<file path="config.mk">
export PLATFORM = sky130hd
export DESIGN_NAME = rc_cascade_display
export DESIGN_NICKNAME = d
export VERILOG_FILES = /design/src/rtl/seg7_pkg.sv /design/src/rtl/hex7seg.sv /design/src/rtl/rc_cascade_display.sv
export SDC_FILE = /design/constraint.sdc
export NUM_CORES = 1
export LEC_CHECK = 0
export BUFFER_PORTS_ARGS = -buffer_cell sky130_fd_sc_hd__buf_4
export CAP_MARGIN = 30
export CORE_MARGIN = 5
export CORE_UTILIZATION = 55
export DETAILED_ROUTE_END_ITERATION = 6
export PLACE_DENSITY = 0.79
export SLEW_MARGIN = 25
export SYNTH_ARGS = -nofsm -noshare
export SYNTH_HDL_FRONTEND = slang
export SYNTH_HIERARCHICAL = 1
export SYNTH_SLANG_ARGS = --single-unit
</file>
<file path="constraint.sdc">
create_clock -name clk -period 3.4 [get_ports clk]
set_clock_uncertainty 0.1 [all_clocks]
set_input_delay 0.68 -clock clk [delete_from_list [all_inputs] [get_ports clk]]
set_output_delay 0.68 -clock clk [all_outputs]
set_load 0.1 [all_outputs]
</file>
<file path="src/rtl/seg7_pkg.sv">
// Shared constants and types for the 7-segment scan display.
// Segment patterns are active-low, ordered {dp,g,f,e,d,c,b,a}.
package seg7_pkg;

    localparam int NUM_DIGITS = 4;

    // Entries are stored with dp off (bit 7 high).
    localparam logic [7:0] HEX_SEG [16] = '{
        8'hC0, 8'hF9, 8'hA4, 8'hB0,
        8'h99, 8'h92, 8'h82, 8'hF8,
        8'h80, 8'h90, 8'h88, 8'h83,
        8'hC6, 8'hA1, 8'h86, 8'h8E
    };

    typedef enum logic {
        SHOW  = 1'b0,
        BLANK = 1'b1
    } phase_e;

endpackage

</file>
<file path="src/rtl/hex7seg.sv">
// Combinational hex digit to active-low 7-segment pattern.
// The decimal-point input is passed straight through to bit 7.
module hex7seg
    import seg7_pkg::*;
(
    input  logic [3:0] digit_i,
    input  logic       dp_i,
    output logic [7:0] seg_o
);

    logic [7:0] pattern;

    assign pattern = HEX_SEG[digit_i];
    assign seg_o   = {dp_i, pattern[6:0]};

endmodule

</file>
<file path="src/rtl/rc_cascade_display.sv">
// Extends a 4-bit ripple counter to 16 bits by counting its carry pulses,
// then scans the captured value as four hex digits onto a common-anode display.
module rc_cascade_display
    import seg7_pkg::*;
#(
    parameter int SCAN_DIV = 17
) (
    input  logic                  clk,
    input  logic                  rst_n,
    input  logic [3:0]            q,
    input  logic                  rc,
    input  logic                  hold,
    output logic [15:0]           value,
    output logic [NUM_DIGITS-1:0] an,
    output logic [7:0]            seg,
    output logic                  ovf
);

    logic                  rc_q;
    logic [11:0]           hi_q, hi_d;
    logic                  ovf_q, ovf_d;
    logic [15:0]           value_q, value_d;
    logic [SCAN_DIV-1:0]   presc_q, presc_d;
    logic [1:0]            idx_q, idx_d;
    phase_e                phase_q, phase_d;
    logic [NUM_DIGITS-1:0] an_q, an_d;
    logic [7:0]            seg_q, seg_d;

    logic       rise;
    logic       tick;
    logic [3:0] digit;
    logic       dp;
    logic [7:0] dec_seg;

    // rc_q resets high so a carry already asserted at reset release is not counted.
    assign rise = rc & ~rc_q;

    // NOTE: every signal assigned in always_comb gets a default first, so no path leaves it unassigned and no latch is inferred.
    always_comb begin
        hi_d    = hi_q;
        ovf_d   = ovf_q;
        if (rise) begin
            hi_d = hi_q + 12'd1;
            if (hi_q == 12'hFFF) begin
                ovf_d = 1'b1;
            end
        end
        value_d = hold ? value_q : {hi_q, q};
    end

    assign tick  = (presc_q == '1);
    assign digit = value_q[{idx_q, 2'b00} +: 4];
    assign dp    = (idx_q == 2'd0) ? ~ovf_q : 1'b1;

    hex7seg u_hex7seg (
        .digit_i (digit),
        .dp_i    (dp),
        .seg_o   (dec_seg)
    );

    // seg tracks the selected digit every cycle so live value changes show at once.
    always_comb begin
        presc_d = presc_q + 1'b1;
        phase_d = phase_q;
        idx_d   = idx_q;
        an_d    = an_q;
        seg_d   = dec_seg;
        case (phase_q)
            SHOW: begin
                if (tick) begin
                    phase_d = BLANK;
                    an_d    = '1;
                    idx_d   = idx_q + 2'd1;
                end
            end
            BLANK: begin
                phase_d = SHOW;
                an_d    = ~(4'b0001 << idx_q);
            end
            default: phase_d = SHOW;
        endcase
    end

    // NOTE: sequential state uses non-blocking assignments so all registers update together at the edge.
    always_ff @(posedge clk or negedge rst_n) begin
        if (!rst_n) begin
            rc_q    <= 1'b1;
            hi_q    <= '0;
            ovf_q   <= 1'b0;
            value_q <= '0;
        end else begin
            rc_q    <= rc;
            hi_q    <= hi_d;
            ovf_q   <= ovf_d;
            value_q <= value_d;
        end
    end

    always_ff @(posedge clk or negedge rst_n) begin
        if (!rst_n) begin
            presc_q <= '0;
            idx_q   <= 2'd3;
            phase_q <= SHOW;
            an_q    <= '1;
            seg_q   <= 8'hFF;
        end else begin
            presc_q <= presc_d;
            idx_q   <= idx_d;
            phase_q <= phase_d;
            an_q    <= an_d;
            seg_q   <= seg_d;
        end
    end

    assign value = value_q;
    assign ovf   = ovf_q;
    assign an    = an_q;
    assign seg   = seg_q;

endmodule

</file>
== Yosys cells after proc, flatten, opt, wreduce, memory -nomap -nowiden ==
Memory sizes are Yosys's and may differ from the RTL's. A register that Yosys moved wholly into a read port is not among the register bits.
Index checks and enable logic that the tools add are counted.
Operators by class
  $add $sub $neg: 3
  $mul: 0
  div/mod/pow operators: 0
  $lt $le $gt $ge: 1
  equality and inequality tests: 3
  shift-type cells: 2
  multiplexer cells: 7
  bitwise gates (word level): 6
  reduce and logical (&&, ||, !) cells: 4
Operators with widths (number)
  $add 17x1->17 const B: 1
  $eq 17x17->1 const B: 1
  $shiftx 16x5->4: 1
  $mux 7: 2
  $add 12x1->12 const B: 1
  $eq 12x12->1 const B: 1
  $pmux 4 s2: 1
  $ge 5x5->1 const B: 1
  $not 4->5: 1
  $mux 4: 1
  $not 4->4: 1
  $reduce_and 2->1: 2
  $shl 1x2->4 const A: 1
  $not 1->1: 3
  $add 2x1->2 const B: 1
  $logic_not 2->1: 1
  $mux 1: 2
  $ne 2x2->1 const B: 1
  $pmux 1 s2: 1
  $and 1x1->1: 1
  $logic_not 1->1: 1
Word-level totals
  flip-flop bits (word level): 62
  bits in latches: 0
  RAM bits: 0
  ROM bits: 128
  input port bits: 8
  memories: 1
Memory list
  (name not given): words 16, bits a word 8, read ports 1, clocked after Yosys merged registers in 1, write ports 0, line hex7seg.sv:13  | assign pattern = HEX_SEG[digit_i];

== Longest topological paths before layout ==
  word-level depth: 5
  depth in mapped cells: 8
  gate-level depth less buffers: 8

== By module ==
The synthesis kept the hierarchy.
By module, submodules not included
  rc_cascade_display: instances 1, cells an instance 187, area each 2581.2 µm², seq. area each 1570.3 µm²
  hex7seg: instances 1, cells an instance 33, area each 282.8 µm², seq. area each 0.0 µm²

== Worst setup path after synthesis ==
No wires, ideal clock.
  path type: register -> register
  from: reg value_q[13], in the netlist value[13]
  to: reg seg_q[0], in the netlist seg[0]
  setup time: 0.079 ns
  data arrival time: 2.327 ns
  required time: 3.221 ns
  slack: 0.895 ns
  stages on the path, launching flop included: 7
  path through: dfrtp_1 mux4_2 inv_1 ha_1 and2b_2 or3b_1 o21ai_0
On the way
  word-level cells in the longest chain between the ends: 2
Ends and longest elaborated chain
  start, declared: line rc_cascade_display.sv:22  | logic [15:0] value_q, value_d;
  start signal, assigned: line rc_cascade_display.sv:95  | value_q <= value_d;
  $shiftx 16x5->4: line rc_cascade_display.sv:52  | assign digit = value_q[{idx_q, 2'b00} +: 4];
  net digit[1]: line rc_cascade_display.sv:31  | logic [3:0] digit;
  $not 4->5 (implied by the code): line hex7seg.sv:13
  end, declared: line rc_cascade_display.sv:27  | logic [7:0] seg_q, seg_d;
The timed path passes the listed nets, and every way through them passes these cells.
A chain may end at the register's enable or synchronous reset.

== Worst setup path in the final report ==
  from: reg idx_q[0]
  to: reg seg_q[0], in the netlist seg[0]
On the way
  word-level cells in the longest chain between the ends: 2
Ends and longest elaborated chain
  start, declared: line rc_cascade_display.sv:24  | logic [1:0] idx_q, idx_d;
  start signal, assigned: line rc_cascade_display.sv:108  | idx_q <= idx_d;
  $shiftx 16x5->4: line rc_cascade_display.sv:52
  net digit[1]: line rc_cascade_display.sv:31
  $not 4->5 (implied by the code): line hex7seg.sv:13
The timed path passes the listed nets, and every way through them passes these cells.

==> flow_summary.toml <==
[critical_path]
critPathMaxFanout = 7
reg2reg_from = "idx_q[0]"
crit_path_end_kind = "flop"
critPathKind = "reg2reg"
crit_required_ps = 3560
start_kind = "flop"
cp-startpoint = "idx_q[0]"
worstPathArrival_ps = 2610

[synthesis]
yosysSeqAreaShare = 0.548
synth_cells = 220
synth_edf_count = 0
yosysTopAreaCell = "dfrtp_1"
syn_area_um2 = 2860
yosysUniqueCellTypes = 36
synth.area.top_cells = "dfrtp_1 41%, dfstp_2 14%, ha_1 6.1%"
ys_ff_latch = 62
yosysWarnings = 6
synth_common_cells = "47 x dfrtp_1, 17 x xor2_1, 15 x dfstp_2"
synth_top_area_share = 0.411
syn_avg_cell_area_um2 = 13.0
syn_nets = 242
async_flop_share = 1.00
synth_ff_type = "dfrtp_1"
synth.most_common_cell = "dfrtp_1"

[die]
dieArea_um2 = 6750
dieWidth_um = 82.2
pin_count = 37
rows = 26
dieHeight_um = 82.2
start_util = 0.564
coreArea_um2 = 5070

[detailed_routing]
drtPass1Iterations = 4
ant_nets = 0
drtIter0Drc = 138
via_per_inst = 5.33
wl_per_cell_um = 15.1
wl_um = 5040
drc_errors = 0
vias = 1784

[sta]
rsz0062_at_grt = "false"
period_share = 0.722
slew_headroom = 0.505
hold_violations = 0
finalSetupViolCount = 0
tightest_slew_ps = 743
setup_slack_ps = 946
tns_ps = 0
slew_violations = 0
period_minus_slack_ps = 2450
fmax_mhz = 408

[clock_tree]
postCtsHoldBufs = 0
clockBufferDepth = 2
cts_tree = "yes"
clkSlewWorstSetupHoldPaths_ps = 70
insertion_delay_ps = 330
cts_buffers = 9
cts_setup_buffers = 0
clk_root_buffer_cell = "clkbuf_8"
clock-sinks = 62
cts_resized = 0
ctsHtreeMaxLevel = 3

[job]
maxCapViolCount = 0

[finish]
n_antenna_cell = 0
nets = 282
drive_gt1_frac = 0.355
fillers = 385
fin_util = 0.669
final_area_um2 = 3390
fin_cells = 335
synthToLayoutAreaGrowth_pct = 18.5

[global_route]
grt_usage = 0.176
grt_pass1_wl_um = 8660
grt_pass1_vias = 1798
grt_max_degree = 63
grt_overflow = 0
antenna_found_initial = 0

[pwr]
cellPowerDensity_nw_per_um2 = 689
p_leak_nw = 1.58
peakVddDrop_mv = 0.637

[place]
dp.cells = 319
placed_area_um2 = 3180
dpl.hpwl_um = 3540
pre_cts_ws_ps = 958
io_buffers = 36
gp_congestion = 0.861

[min_path]
hp-class = "in2async"

[status]
status = "completed"
[registers in the layout, summed over array words and instances (netlist names)]
register	count
ovf	1
presc_q	17
value	16
rc_q	1
seg	8
idx_q	2
phase_q	1
hi_q	12
an	4
[cells by family after synthesis]
family,after synthesis,share of synthesized area
adders and majority gates,14,0.0612
muxes,25,0.118
AOI/OAI and AO/OA,14,0.0301
buffers and inverters,17,0.0280
and+or+nand+nor,62,0.135
xor gates and xnor gates,26,0.0795
DFF,62,0.548
[power by group]
| group | switching (mW) | leakage, nW | internal, mW |
|---|---|---|---|
| combinational | 0.545 | 0.722 | 0.170 |
| clock | 0.283 | 0.106 | 0.411 |
| sequential | 0.0868 | 0.755 | 0.842 |
[placed cells by master, fill, tap and decap left out, drive strengths merged]
cell type	n
nor2b	2
bufinv	2
a32o	1
a22o	2
ha	14
clkbuf	10
nand4	6
clkinvlp	1
dfstp	15
mux2i	4
nor3	10
nor4	9
xnor2	9
a31o	1
nand3	8
and3	2
clkinv	3
and2b	1
dfrtp	47
a21oi	5
buf	36
inv	10
nor2	9
o21ai	5
nand4b	1
or3b	1
nand3b	1
nand2	12
mux2	16
xor2	17
mux4	5
[metal layers]
layer | up-vias | global-route usage | share of wire | wire, um
met2 | 38 | 0.272 | 0.49 | 2470
li1 | 849 | - | - | -
met3 | 8 | 0.0401 | 0.037 | 186
met5 | - | 0 | 0 | 0
met1 | 889 | 0.226 | 0.45 | 2290
met4 | 0 | 0.105 | 0.018 | 89
[final cells by class]
type,count,area (um2),share of cell area
repair buffers,36,270,0.0796
flip-flops and latches,62,1570,0.463
multi-input cells,141,1210,0.358
inverters,10,37.5,0.0111
clock buffers,10,128,0.0376
well taps,70,87.6,0.0258
clock inverters,6,86.3,0.0254
[worst paths after layout]
path / end / slack (ps) / cells after the start
worst min register to register: presc_q[15] / 360 / 1
min in group clk: presc_q[15] / 360 / 1
worst max register to register: seg[0] / 950 / 6
max in group asynchronous: presc_q[13] / 2400 / 1
worst min-delay path: hi_q[1] / 310 / 1
worst max-delay path: seg[0] / 950 / 6
[critical path: stages (launching register included)]
cell     delay [ps]
dfstp_2         640
mux4_2          590
inv_1           170
ha_1            210
and2b_2         230
or3b_1          360
o21ai_0          80
[metrics by stage]
| stage | hold WS (ps) | total power, mW |
|---|---|---|
| floorplan | 284 | 1.49 |
| global placement | 349 | 1.64 |
| detailed placement | 356 | 1.66 |
| CTS | 329 | 2.36 |
| global route | 344 | 2.43 |
| finish | 311 | 2.34 |
Power figures use the tool's default switching activity.
